`config.mk`:
```
export PLATFORM = sky130hd
export DESIGN_NAME = digit_serial_adder
export DESIGN_NICKNAME = d
export VERILOG_FILES = /design/src/rtl/adder_pkg.sv /design/src/rtl/digit_serial_adder_fa_slice.sv /design/src/rtl/digit_serial_adder.sv
export SDC_FILE = /design/constraint.sdc
export NUM_CORES = 1
export LEC_CHECK = 0
export CORE_ASPECT_RATIO = 0.7
export CORE_MARGIN = 2
export CORE_UTILIZATION = 30
export DETAILED_ROUTE_END_ITERATION = 6
export PLACE_DENSITY = 0.57
export SLEW_MARGIN = 20
export SYNTH_ARGS = -nofsm -noshare
export SYNTH_HDL_FRONTEND = slang
export SYNTH_SLANG_ARGS = --single-unit
```
`constraint.sdc`:
```
create_clock -name clk_i -period 1.7 [get_ports clk_i]
set_input_delay 0.255 -clock clk_i [delete_from_list [all_inputs] [get_ports clk_i]]
set_output_delay 0.255 -clock clk_i [all_outputs]
set_load 0.02 [all_outputs]
```
`src/rtl/adder_pkg.sv`:
```
// Shared definitions for the digit-serial adder.
//   state_e    : controller state encoding
//   cnt_width(): digit-counter width for a given WIDTH/DIGIT pair
package adder_pkg;

  typedef enum logic [1:0] {
    IDLE = 2'b00,
    BUSY = 2'b01,
    DONE = 2'b10
  } state_e;

  // The counter has to hold indices 0..N-1. It is never narrower than one
  // bit, so that N=1 (DIGIT == WIDTH) still elaborates a real register.
  function automatic int cnt_width(input int width, input int digit);
    int n;
    n = width / digit;
    return (n <= 1) ? 1 : $clog2(n);
  endfunction

endpackage

```
`src/rtl/digit_serial_adder_fa_slice.sv`:
```
// Combinational DIGIT-bit ripple-carry slice built from one-bit full adders.
//   a_i, b_i : operand digits
//   cin_i    : carry into bit 0
//   s_o      : digit sum
//   cout_o   : carry out of the slice MSB
//   c_msb_o  : carry into the slice MSB. XOR with cout_o gives signed overflow
//              when this slice holds the operand MSB.
module fa_slice #(
  parameter int DIGIT = 2
) (
  input  logic [DIGIT-1:0] a_i,
  input  logic [DIGIT-1:0] b_i,
  input  logic             cin_i,
  output logic [DIGIT-1:0] s_o,
  output logic             cout_o,
  output logic             c_msb_o
);

  logic [DIGIT:0] c;

  assign c[0] = cin_i;

  for (genvar i = 0; i < DIGIT; i++) begin : g_bit
    assign s_o[i]   = a_i[i] ^ b_i[i] ^ c[i];
    assign c[i+1]   = (a_i[i] & b_i[i]) | (c[i] & (a_i[i] ^ b_i[i]));
  end

  assign cout_o  = c[DIGIT];
  assign c_msb_o = c[DIGIT-1];

endmodule

```
`src/rtl/digit_serial_adder.sv`:
```
// Digit-serial two's-complement adder/subtractor.
// The operands are captured in a single cycle. They are then summed DIGIT
// bits per clock, LSB digit first, through one fa_slice and a registered
// carry. The result is held until the consumer accepts it.
//
// Ports
//   clk_i        : clock, rising edge
//   rst_ni       : asynchronous active-low reset
//   in_valid_i   : operand request
//   in_ready_o   : ready for operands (IDLE only)
//   a_i, b_i     : operands
//   cin_i        : carry-in (add) / borrow-in (subtract)
//   sub_i        : 0 = a+b+cin, 1 = a-b-cin
//   out_valid_o  : result held (DONE only)
//   out_ready_i  : consumer accepts result
//   sum_o        : result
//   cout_o       : raw adder carry-out. For subtract, 1 = no borrow.
//   ovf_o        : signed overflow
//
// state | meaning
// ------+-----------------------------------------------------------
// IDLE  | waiting for operands, in_ready_o high
// BUSY  | one digit per cycle through the slice, N cycles in total
// DONE  | result frozen, out_valid_o high until out_ready_i
module digit_serial_adder
  import adder_pkg::*;
#(
  parameter int WIDTH = 8,
  parameter int DIGIT = 2
) (
  input  logic             clk_i,
  input  logic             rst_ni,
  input  logic             in_valid_i,
  output logic             in_ready_o,
  input  logic [WIDTH-1:0] a_i,
  input  logic [WIDTH-1:0] b_i,
  input  logic             cin_i,
  input  logic             sub_i,
  output logic             out_valid_o,
  input  logic             out_ready_i,
  output logic [WIDTH-1:0] sum_o,
  output logic             cout_o,
  output logic             ovf_o
);

  localparam int N  = WIDTH / DIGIT;
  localparam int CW = cnt_width(WIDTH, DIGIT);

  if ((DIGIT < 1) || (DIGIT > WIDTH) || ((WIDTH % DIGIT) != 0)) begin : g_param_check
    $fatal(1, "digit_serial_adder: DIGIT must divide WIDTH and lie in 1..WIDTH");
  end

  state_e           state_q, state_d;
  logic [WIDTH-1:0] a_q, a_d;
  logic [WIDTH-1:0] b_q, b_d;
  logic [WIDTH-1:0] sum_q, sum_d;
  logic             carry_q, carry_d;
  logic             cout_q, cout_d;
  logic             ovf_q, ovf_d;
  logic [CW-1:0]    cnt_q, cnt_d;

  logic [DIGIT-1:0] slice_s;
  logic             slice_cout;
  logic             slice_cmsb;
  logic [WIDTH-1:0] sum_shift;
  logic             accept;
  logic             busy;
  logic             last;

  assign accept = in_valid_i && (state_q == IDLE);
  assign busy   = (state_q == BUSY);
  assign last   = (cnt_q == CW'(N - 1));

  fa_slice #(.DIGIT(DIGIT)) u_slice (
    .a_i    (a_q[DIGIT-1:0]),
    .b_i    (b_q[DIGIT-1:0]),
    .cin_i  (carry_q),
    .s_o    (slice_s),
    .cout_o (slice_cout),
    .c_msb_o(slice_cmsb)
  );

  // Each new digit enters at the top of the result register. After N steps
  // the first digit has reached bit 0.
  if (DIGIT == WIDTH) begin : g_full_slice
    assign sum_shift = slice_s;
  end else begin : g_part_slice
    assign sum_shift = {slice_s, sum_q[WIDTH-1:DIGIT]};
  end

  // ---------------------------------------------------------------- FSM
  always_ff @(posedge clk_i or negedge rst_ni) begin
    if (!rst_ni) begin
      state_q <= IDLE;
    end else begin
      state_q <= state_d;
    end
  end

  always_comb begin
    state_d = state_q;
    unique case (state_q)
      IDLE:    if (in_valid_i)  state_d = BUSY;
      BUSY:    if (last)        state_d = DONE;
      DONE:    if (out_ready_i) state_d = IDLE;
      default:                  state_d = IDLE;
    endcase
  end

  // Handshake outputs come straight from the state register.
  always_comb begin
    in_ready_o  = 1'b0;
    out_valid_o = 1'b0;
    unique case (state_q)
      IDLE:    in_ready_o  = 1'b1;
      DONE:    out_valid_o = 1'b1;
      default: ;
    endcase
  end

  // ----------------------------------------------------------- datapath
  always_comb begin
    a_d     = a_q;
    b_d     = b_q;
    sum_d   = sum_q;
    carry_d = carry_q;
    cout_d  = cout_q;
    ovf_d   = ovf_q;
    cnt_d   = cnt_q;

    if (accept) begin
      // Subtraction is a + ~b + 1. The inverted b is stored, and sub is
      // folded into the initial carry. With cin then a - b - cin.
      a_d     = a_i;
      b_d     = b_i ^ {WIDTH{sub_i}};
      carry_d = cin_i ^ sub_i;
      cnt_d   = '0;
    end else if (busy) begin
      a_d     = a_q >> DIGIT;
      b_d     = b_q >> DIGIT;
      sum_d   = sum_shift;
      carry_d = slice_cout;
      if (last) begin
        cnt_d  = '0;
        cout_d = slice_cout;
        ovf_d  = slice_cout ^ slice_cmsb;
      end else begin
        cnt_d  = cnt_q + CW'(1);
      end
    end
  end

  always_ff @(posedge clk_i or negedge rst_ni) begin
    if (!rst_ni) begin
      a_q     <= '0;
      b_q     <= '0;
      sum_q   <= '0;
      carry_q <= 1'b0;
      cout_q  <= 1'b0;
      ovf_q   <= 1'b0;
      cnt_q   <= '0;
    end else begin
      a_q     <= a_d;
      b_q     <= b_d;
      sum_q   <= sum_d;
      carry_q <= carry_d;
      cout_q  <= cout_d;
      ovf_q   <= ovf_d;
      cnt_q   <= cnt_d;
    end
  end

  assign sum_o  = sum_q;
  assign cout_o = cout_q;
  assign ovf_o  = ovf_q;

endmodule

```
==> results.md <==
- Worst Setup End Kind: flip-flop
- Core area: 4700 µm²
- Cells after Synth: 150
- Synthesized area per cell: 9.62 µm²
- Final Power: 3560 µW
- Sw power: 1410 µW
- Root buf cell: clkbuf_8
- WHS: 0.370 ns
- Core Rows: 21
- Rel. slew slack: 0.737
- Fmax: 640 MHz
- Crit start category: flip-flop
- Crit path kind: flip-flop to flip-flop
- MaxCap Viol Count: 0
- Fillers: 473
- Area Overhead vs Synth: 35.8%
- Post-CTS Setup Bufs: 0
- Fin cells: 251
- CP Data Required Time: 1.86 ns
- Die ar.: 5390 µm²
- Fin Clk Skew: 0.00898 ns
- # DRC: 0
- Dpl hpwl: 2410 µm
- Die span in y: 62.0 µm
- IO Pins: 34
- Synth warnings: 0
- H-tree depth: 2
- NumNets Final: 218
- Synth unique cells: 25
- Buffers on Ports: 33
- Final worst path period share: 0.919
- CP most frequent cell: fa_2
- DIE WIDTH: 86.9 µm
- WL/cell: 12.8 µm
- TritonCTS Buffers: 5
- Max-slew violation count: 0
- Initial Util: 0.307
- Crit path cell chain: inv_1, fa_2, fa_2, xnor2_1, o21ai_0
- Dpl cells: 243
- Gate power share: 0.485
- Post-Syn Area: 1440 µm²
- Vias in the first global route: 1158
- Reg clk slew, reported paths: 0.06 ns
- Leak: 0.000914 µW
- First-pass GRT wire length: 5440 µm
- CTS tree: done
- Mapped Nets: 175
- Hold buffer count at cts: 0
- Total GRT Usage: 0.138
- Initial antenna violation count: 0
- First DRT Iteration DRCs: 50
- Crit path buffers/inverters: 1
- Minimum clock period: 1.56 ns
- Post-route ant nets: 0
- DR vias: 1151
- CP arrival: 1.72 ns
- Power Density: 1820 nW/µm²
- First-pass DRT Iterations: 4
- Routed wire length: 3200 µm
- RSZ-0062 raised after global routing: false
- Clock Power Share: 0.155
- Overflow after GRT: 0
- Cell class contributing the biggest share of worst-path delay: adder cells
- Hold WC Path Type: primary input to asynchronous set/reset pin
- Slowest CP cell: fa_2
- # diodes: 0
- Layout cells sized above 1: 0.119
- Register area share after synthesis: 0.538
- CTS max path bufs: 2
- Final setup violation count: 0
- Peak supply drop: 0.570 mV
- Setup slack after placement: 0.0185 ns
- Crit-path max cell delay: 0.42 ns
- Worst-Skew Late Latency: 0.28 ns
- Setup TNS: 0 ns
- Final Hold Viols: 0
- Status: finished clean
- Final WS setup: 0.137 ns
- Avg Vias per Cell: 4.59
- Pint: 2150 µW
- Placer Congestion: 0.771
- Worst-path maximum fanout: 3
- #FFs+latches synth: 31
- Tightest Pin Transition: 0.394 ns
- # clock sinks: 31
- Seq pwr share: 0.361
- Pin count of the biggest net entering global routing: 32
- Switching portion of total power: 0.396
-- power by group through the flow --
stage | clock, µW | sequential, µW | combinational (µW)
floorplan | 0 | 1380 | 974
global placement | 0 | 1280 | 1700
detailed placement | 0 | 1300 | 1750
CTS | 576 | 1290 | 1740
global route | 618 | 1340 | 1940
finish | 551 | 1280 | 1730
-- state kept, by name, indices dropped and copies added, names as in the netlist --
register / flops
a_q: 8
b_q: 8
carry_q: 1
cnt_q: 2
cout_o: 1
ovf_o: 1
state_q: 2
sum_o: 8
-- final timing paths --
| path | start | to | slack [ns] | cells after the start |
|---|---|---|---|---|
| min in group clk_i | sum_o[1] | sum_o[1] | 0.48 | 2 |
| worst min register to register | sum_o[1] | sum_o[1] | 0.48 | 2 |
| max in group asynchronous | rst_ni | b_q[1] | 1.04 | 2 |
| worst min-delay path | rst_ni | sum_o[4] | 0.37 | 2 |
| worst max register to register | a_q[0] | ovf_o | 0.14 | 5 |
| worst max-delay path | a_q[0] | ovf_o | 0.14 | 5 |
-- routing by layer --
| metal | vias to the layer above | GRT usage | part of all wire |
|---|---|---|---|
| met4 | 0 | 0.0759 | 0.018 |
| met1 | 537 | 0.170 | 0.47 |
| met5 | - | 0 | 0 |
| met3 | 6 | 0.0608 | 0.072 |
| li1 | 574 | - | - |
| met2 | 34 | 0.208 | 0.44 |
-- layout by cell type, fill, tap and decap left out, drive strengths merged --
cell           count
clkbuf             7
o211ai             1
o21ai              9
inv                6
o21bai             1
clkdlybuf4s50     31
nand2b             2
a22oi              6
nand3              5
a221o              2
xor2               4
nor3b              1
fa                 2
buf               11
or3b               1
xnor2              6
o31ai              1
a31oi              4
nor2               7
dfrtp             31
nand3b             2
nand2             49
dlygate4sd2        2
ha                 1
nor2b              1
clkinv             1
-- cell type report --
type	count	area (µm²)	area share
clock inverter	1	5.00	0.00255
clock buffer	7	76.3	0.0390
inverter	6	22.5	0.0115
sequential	31	776	0.396
timing repair buffer	44	410	0.209
multi-input combinational	105	598	0.305
tap	57	71.3	0.0364
-- logic make-up after synthesis --
| kind of cell | Yosys count | synth area share |
|---|---|---|
| adders and majority gates | 3 | 0.0364 |
| and+or+nand+nor | 68 | 0.203 |
| AOI/OAI and AO/OA | 24 | 0.111 |
| DFF | 31 | 0.538 |
| buffers and inverters | 14 | 0.0512 |
| xor gates and xnor gates | 10 | 0.0607 |
-- cells in the mapped netlist --
library cell | instances | area (µm²)
xor2_1 | 4 | 35.0
inv_1 | 6 | 22.5
nand2b_1 | 2 | 12.5
dfrtp_1 | 31 | 776
o21bai_1 | 1 | 7.51
buf_2 | 5 | 25.0
o31ai_1 | 1 | 7.51
buf_6 | 2 | 22.5
nand2_1 | 49 | 184
nor2_1 | 7 | 26.3
o211ai_1 | 1 | 7.51
o21ai_0 | 6 | 30.0
fa_1 | 2 | 40.0
a221o_2 | 2 | 22.5
or3b_4 | 1 | 11.3
clkbuf_1 | 1 | 3.75
xnor2_1 | 6 | 52.6
nor3b_2 | 1 | 12.5
nor2b_1 | 1 | 6.26
o21ai_1 | 3 | 15.0
a22oi_1 | 6 | 45.0
ha_1 | 1 | 12.5
nand3b_1 | 2 | 15.0
a31oi_1 | 4 | 25.0
nand3_1 | 5 | 25.0
-- repair_timing --
action,4_1_cts,5_1_grt
cloned,0,0
setup endpoints to repair,2,3
endpoints found under the hold margin,0,0
gates resized for setup,2,2
-- per-stage QoR --
step | instance area, µm² | utilization
after floorplan | 1440 | -
after global placement | 1880 | 0.399
after detailed placement | 1880 | 0.399
after CTS | 1950 | 0.416
after global routing | 1960 | 0.417
final | 1960 | 0.417
(Power assumes the default switching activity.)
